<file path="src/rtl/instr_fetch.sv">
// Fetch stage: owns the PC, addresses the combinational instruction ROM and
// registers each fetched instruction with its PC into the IF/ID register.
module instr_fetch #(
  parameter int unsigned ADDR_W   = 16,
  parameter int unsigned INSTR_W  = 16,
  parameter int unsigned RESET_PC = 0,
  parameter int unsigned MEM_SIZE = 1024
) (
  input  logic               clk,
  input  logic               rst_n,
  output logic [ADDR_W-1:0]  imem_addr,
  input  logic [INSTR_W-1:0] imem_instr,
  input  logic               redirect_valid,
  input  logic [ADDR_W-1:0]  redirect_pc,
  output logic               out_valid,
  input  logic               out_ready,
  output logic [INSTR_W-1:0] out_instr,
  output logic [ADDR_W-1:0]  out_pc,
  output logic               fault,
  output logic [15:0]        fetch_count
);

  typedef enum logic [1:0] {
    START = 2'd0,
    RUN   = 2'd1,
    FAULT = 2'd2
  } state_t;

  state_t               r_state;
  logic [ADDR_W-1:0]    r_pc;
  logic                 r_out_valid;
  logic [INSTR_W-1:0]   r_out_instr;
  logic [ADDR_W-1:0]    r_out_pc;
  logic                 r_fault;
  logic [15:0]          r_fetch_count;

  state_t               w_state_nxt;
  logic [ADDR_W-1:0]    w_pc_nxt;
  logic                 w_valid_nxt;
  logic [INSTR_W-1:0]   w_instr_nxt;
  logic [ADDR_W-1:0]    w_out_pc_nxt;
  logic                 w_fault_nxt;
  logic [15:0]          w_count_nxt;

  logic                 w_adv;
  logic                 w_legal;
  logic [ADDR_W:0]      w_pc_end;

  // Last byte of the fetched word, one bit wider so the bound never wraps.
  assign w_pc_end = {1'b0, r_pc} + (ADDR_W+1)'(3);
  assign w_legal  = (r_pc[1:0] == 2'b00) && (w_pc_end < (ADDR_W+1)'(MEM_SIZE));
  assign w_adv    = (r_state == RUN) && (!r_out_valid || out_ready);

  always_comb begin
    w_state_nxt  = r_state;
    w_pc_nxt     = r_pc;
    w_valid_nxt  = r_out_valid;
    w_instr_nxt  = r_out_instr;
    w_out_pc_nxt = r_out_pc;
    w_fault_nxt  = r_fault;
    w_count_nxt  = r_fetch_count;

    case (r_state)
      START:   w_state_nxt = RUN;
      RUN:     w_state_nxt = RUN;
      FAULT:   w_state_nxt = FAULT;
      default: w_state_nxt = START;
    endcase

    if (redirect_valid && (r_state != FAULT)) begin
      w_pc_nxt    = redirect_pc;
      w_valid_nxt = 1'b0;
    end else if (w_adv) begin
      if (w_legal) begin
        w_instr_nxt  = imem_instr;
        w_out_pc_nxt = r_pc;
        w_valid_nxt  = 1'b1;
        w_pc_nxt     = r_pc + ADDR_W'(4);
        if (r_fetch_count != 16'hFFFF) begin
          w_count_nxt = r_fetch_count + 16'd1;
        end
      end else begin
        w_fault_nxt = 1'b1;
        w_state_nxt = FAULT;
        w_valid_nxt = 1'b0;
      end
    end
  end

  always_ff @(posedge clk or negedge rst_n) begin
    if (!rst_n) begin
      r_state       <= START;
      r_pc          <= ADDR_W'(RESET_PC);
      r_out_valid   <= 1'b0;
      r_out_instr   <= '0;
      r_out_pc      <= '0;
      r_fault       <= 1'b0;
      r_fetch_count <= '0;
    end else begin
      r_state       <= w_state_nxt;
      r_pc          <= w_pc_nxt;
      r_out_valid   <= w_valid_nxt;
      r_out_instr   <= w_instr_nxt;
      r_out_pc      <= w_out_pc_nxt;
      r_fault       <= w_fault_nxt;
      r_fetch_count <= w_count_nxt;
    end
  end

  assign imem_addr   = r_pc;
  assign out_valid   = r_out_valid;
  assign out_instr   = r_out_instr;
  assign out_pc      = r_out_pc;
  assign fault       = r_fault;
  assign fetch_count = r_fetch_count;

endmodule

</file>
<file path="config.mk">
export PLATFORM = sky130hd
export DESIGN_NAME = instr_fetch
export DESIGN_NICKNAME = d
export VERILOG_FILES = /design/src/rtl/instr_fetch.sv
export SDC_FILE = /design/constraint.sdc
export NUM_CORES = 1
export LEC_CHECK = 0
export CORE_MARGIN = 4
export CORE_UTILIZATION = 41
export DETAILED_ROUTE_END_ITERATION = 10
export GPL_TIMING_DRIVEN = 0
export MAX_ROUTING_LAYER = met4
export PLACE_DENSITY_LB_ADDON = 0.15
export SYNTH_ARGS = -nofsm -noshare
export SYNTH_HDL_FRONTEND = slang
export SYNTH_SLANG_ARGS = --single-unit
</file>
<file path="constraint.sdc">
create_clock -name clk -period 1.75 [get_ports clk]
set_input_delay 0.2625 -clock clk [delete_from_list [all_inputs] [get_ports clk]]
set_output_delay 0.2625 -clock clk [all_outputs]
set_load 0.005 [all_outputs]
</file>
After elaboration in Yosys (flattened, before gate mapping)

Index checks and enable logic that the tools add are counted.

Word-level logic and storage cells: 41
Output and inout port bits: 66
Bits in registers: 68
Input port bits: 36

Equal/unequal tests: 4
$add $sub $neg: 3
Bitwise gates (word level): 2
Reduce and logical (&&, ||, !) cells: 14
Mux-type cells: 10
$lt $le $gt $ge: 1

Operators by type and width:

| cell                                                  | count |
|---|---|
| 2-to-1 mux 16 bit                                     | 3 |
| adder 16 x 2 -> 17 bit (second input constant)        | 1 |
| < comparator 17 x 11 -> 1 bit (second input constant) | 1 |
| adder 16 x 1 -> 16 bit (second input constant)        | 1 |
| adder 16 x 3 -> 16 bit (second input constant)        | 1 |
| inequality test 16 bit (second input constant)        | 1 |
| 2-to-1 mux 2 bit                                      | 3 |
| AND reduction 3 bit                                   | 2 |
| logical NOT 2 bit                                     | 2 |
| case mux 2 bit (2 select lines)                       | 1 |
| AND reduction 4 bit                                   | 1 |
| nonzero test 2 bit                                    | 2 |
| logical AND 1 bit                                     | 3 |
| 2-to-1 mux 1 bit                                      | 3 |
| equality test 2 x 1 -> 1 bit (second input constant)  | 1 |
| equality test 2 bit (second input constant)           | 1 |
| inequality test 2 bit (second input constant)         | 1 |
| inverter 1 bit                                        | 2 |
| AND reduction 2 bit                                   | 1 |
| OR reduction 2 bit                                    | 1 |
| logical NOT 1 bit                                     | 1 |
| logical OR 1 bit                                      | 1 |

Longest topological paths before layout

Word-level depth: 6
Gate-level depth with buffers: 7
Depth with buffers taken out: 6

Worst setup path after synthesis

Ideal clock, no wire load.

Kind: flip-flop to flip-flop
Start: register r_pc[0] (netlist: imem_addr[0])
End: register r_fetch_count[15] (netlist: fetch_count[15])
Data required time: 1.622 ns
Setup slack: -0.087 ns
Setup time: 0.128 ns
Period minus slack after synthesis: 1.837 ns
Buffers on the path: 1
Arrival time: 1.709 ns
Stages on the path, launching flop included: 7
Path through: dfrtp_1 nor4_1 nand2_1 or2_1 buf_6 nor4_4 mux2_1

Cells in the longest elaborated chain, start to end: 4
Elaborated cells on any way between the ends: 5
Those cells by class: add/sub: 1; order compare: 1; reduce/logical: 3

RTL lines:

| item                              | line | RTL |
|---|---|---|
| start: declaration                | 30   | `logic [ADDR_W-1:0] r_pc;` |
| start signal: assignment          | 93   | `r_pc <= ADDR_W'(RESET_PC);` |
| start signal: assignment          | 101  | `r_pc <= w_pc_nxt;` |
| adder 16 x 2 -> 17 bit            | 50   | `assign w_pc_end = {1'b0, r_pc} + (ADDR_W+1)'(3);` |
| < comparator 17 x 11 -> 1 bit     | 51   | `assign w_legal = (r_pc[1:0] == 2'b00) && (w_pc_end < (ADDR_W+1)'(MEM_SIZE));` |
| logical AND 1 bit (*)             | 51   |  |
| AND reduction 4 bit (no line) (*) | --   |  |
| end signal: assignment            | 106  | `r_fetch_count <= w_count_nxt;` |
| end: declaration                  | 35   | `logic [15:0] r_fetch_count;` |

Every way passes the cells marked *; elsewhere a longest branch is shown, timed or not.
A chain may end at the register's enable or synchronous reset.

Worst setup path in the final report

Start: register r_pc[13] (netlist: imem_addr[13])
End: register r_fetch_count[11] (netlist: fetch_count[11])

Cells in the longest elaborated chain, start to end: 4

RTL lines:

| item                          | line |
|---|---|
| adder 16 x 2 -> 17 bit        | 50 |
| < comparator 17 x 11 -> 1 bit | 51 |
| logical AND 1 bit             | 51 |
| AND reduction 4 bit (no line) | -- |

No other way between the ends.

==> results_dict.tcl <==
set metrics [dict create \
    outcome "complete, but fails checks" \
    violations "setup timing" \
    antenna_found_initial 0 \
    required_ns 1.97 \
    track_usage 0.1679 \
    cp_max_fo 7 \
    ys_top_cells_by_area "dfrtp_1 (58%), nand2_1 (11%), xnor2_1 (3.6%), mux2_2 (3.5%), nor2_1 (2.2%)" \
    dp.cells 482 \
    coreArea_mm2 0.006869 \
    leakage_uw 0.002026 \
    clock.fmax_ghz 0.5513 \
    clkSinkCount 68 \
    yosys_warnings 0 \
    placed_cell_area_mm2 0.004058 \
    synth_ff_type "dfrtp_1" \
    num_vias 2434 \
    fin_skew_ns 0.009884 \
    drc 0 \
    ys_async_sr_fraction 1.000 \
    relSlewSlack 0.4358 \
    port_buffers 101 \
    gp_routability_congestion 0.7963 \
    num_antenna_cells 0 \
    avgSynthCellArea_um2 10.26 \
    period_share 1.037 \
    cts_buffer_depth 2 \
    initial_utilization 0.4255 \
    synth_xor_area_frac 0.05394 \
    yosysUniqueCellTypes 37 \
    final_util 0.6550 \
    regToRegStartpoint "imem_addr[13]$_DFFE_PN0P_" \
    dp_slack_ns -0.4263 \
    ys_seq_area_frac 0.5822 \
    grt_pass1_vias 2297 \
    synth_compound_area_frac 0.02911 \
    report.final.slew_viol_count 0 \
    max_stage_delay_ns 0.52 \
    area_growth_pct 53.94 \
    synth_seq_cells 68 \
    synthMuxAreaShare 0.04195 \
    r2r_slack_ns -0.06 \
    synth_fa_ha_area_frac 0.01284 \
    hold_viol 0 \
    reg2reg_to "fetch_count[11]$_DFFE_PN0P_" \
    synth_edf_count 0 \
    synth_most_common_cell "nand2_1" \
    fin_cells 509 \
    crit_type "flip-flop to flip-flop" \
    synth_top_family_by_area "simple AND/OR/NAND/NOR gates" \
    crit_arrival_ns 2.03 \
    cpMaxStageDelayCell "or4_4" \
    tritoncts "yes" \
    netlist_instances 285 \
    routed_wl_um 7045 \
    worstSkewPairLatency_ns 0.33 \
    routed_via_density 4.782 \
    rows 30 \
    grt_overflow_total 0 \
    synth_area_mm2 0.002923 \
    grt_pass1_wl_um 11140 \
    period_needed_ns 1.814 \
    synth.largest_area_cell "dfrtp_1" \
    worstSetupEndpointType "flip-flop" \
    htree_levels 3 \
    rsz0062_at_grt "yes" \
    grt_max_degree 69 \
    dp_hpwl_um 4754 \
    powerDensity_mw_per_mm2 916.0 \
    synth_commonest_cells "nand2_1 (86), dfrtp_1 (68), nor2_1 (17), xnor2_1 (12), a21oi_1 (11)" \
    syn-num-nets 324 \
    die_w_um 92.43 \
    pin_count 102 \
    rr_worst_depth 6 \
    yosys.area_share.simple 0.2611 \
    dr.pass1.iters 4 \
    drive_gt1_frac 0.1695 \
    ant_nets 0 \
    hold_path.class "input port to asynchronous set/reset pin" \
    drtIter0Drc 151 \
    numCtsBuffers 9 \
    worst_slack_ns -0.06397 \
    hold_ws_ns 0.02572 \
    start_kind "flip-flop" \
    num-nets-final 447 \
    clockRootBuffer "clkbuf_8" \
    die_h_um 92.43 \
    worstMarginPinSlew_ns 0.8463 \
    clk_pin_slew_ns 0.08 \
    peakVddDrop_v 0.0006351 \
    post_drt_wl_per_cell_um 13.84 \
    synth_top_cell_area_share 0.5822 \
    final_area_mm2 0.004499 \
    setup_viol 5 \
    crit_chain "nor4_2 > nand2_2 > buf_6 > or4_4 > nor3_2 > a21oi_1" \
    max_cap_violations 0 \
    dieArea_mm2 0.008543 \
]
## how the worst max path moves through the flow
stage / startpoint / end / slack, ns / cells after the start
after floorplan: imem_addr[15]$_DFFE_PN0P_ / fetch_count[15]$_DFFE_PN0P_ / 0.009 / 6
after global placement: rst_n / out_pc[3]$_DFFE_PN0P_ / -1.89 / 1
after detailed placement: out_ready / out_pc[9]$_DFFE_PN0P_ / -0.43 / 8
after CTS: imem_addr[10]$_DFFE_PN0P_ / fetch_count[15]$_DFFE_PN0P_ / -0.07 / 6
after global routing: imem_addr[13]$_DFFE_PN0P_ / fetch_count[6]$_DFFE_PN0P_ / -0.14 / 7
final: imem_addr[13]$_DFFE_PN0P_ / fetch_count[11]$_DFFE_PN0P_ / -0.06 / 6
## power breakdown
part	internal (uW)	total (uW)	switching (uW)	leakage, uW
combinational	577	965	387	0.00104
sequential	1760	1960	196	0.000890
clock	629	1200	572	0.0000917
total	2970	4120	1160	0.00203
## sequential cells by signal (all words and copies together) (netlist names)
register	count
out_valid	1
out_instr	16
imem_addr	16
out_pc	16
fault	1
fetch_count	16
r_state	2
## per-stage QoR
step | setup TNS, ns | power [uW]
after global placement | -143.40 | 2839
after floorplan | 0 | 2298
after detailed placement | -15.37 | 2851
after CTS | -0.7128 | 4103
final | -0.2084 | 4122
after global routing | -1.070 | 4352
## per-layer routing
metal / vias up / GRT usage / wire length, um
met2: 79 / 0.2350 / 3138
met1: 1150 / 0.2303 / 3377
met3: 6 / 0.04387 / 476
li1: 1199 / - / -
met5: - / - / 0
met4: 0 / 0.07178 / 53
## cell usage in the layout (no fill, tap or decap), drive strengths merged
master	instances
a21oi	11
a31o	1
a31oi	1
and2	8
and3	1
and4bb	1
buf	18
clkbuf	17
clkdlybuf4s50	100
clkinv	1
clkinvlp	2
dfrtp	68
ha	3
inv	2
mux2	10
mux2i	1
nand2	86
nand2b	4
nand3	8
nand3b	1
nand4	8
nand4b	1
nand4bb	1
nor2	17
nor2b	1
nor3	6
nor4	9
nor4bb	1
o21ai	3
or2	3
or4	1
xnor2	12
xor2	6
## cells by family (layout without fill, tap and decap cells)
logic type	Yosys count	in the layout
buf+inv	12	140
mux	11	11
flops	68	68
xor+xnor	18	18
simple gates	157	157
compound gates	16	16
fa+ha+maj	3	3
## timing repair
action                                  CTS  global route
hold buffers                              0             0
setup buffers                             4             7
hold endpoints to repair                  0             0
endpoints found under the setup margin   48            46
pin swaps                                 5             8
gates resized for setup                  15            25
## layout make-up
cell class,instances,area (um^2)
buffer,10,75.07
clock buffer,13,168.9
clock inverter,3,20.02
fill,543,2370
inverter,2,7.507
multi-input combinational,205,1301
sequential,68,1703
tap,96,120.1
timing repair buffer,112,1104
## critical path: cells and delay by family, from the launching register on
kind,cells,cell delay (ns)
AND/OR/NAND/NOR,4,1.10
flip-flops,1,0.40
buffers and inverters,1,0.16
AO/OA/AOI/OAI,1,0.05
(Power assumes the default switching activity.)
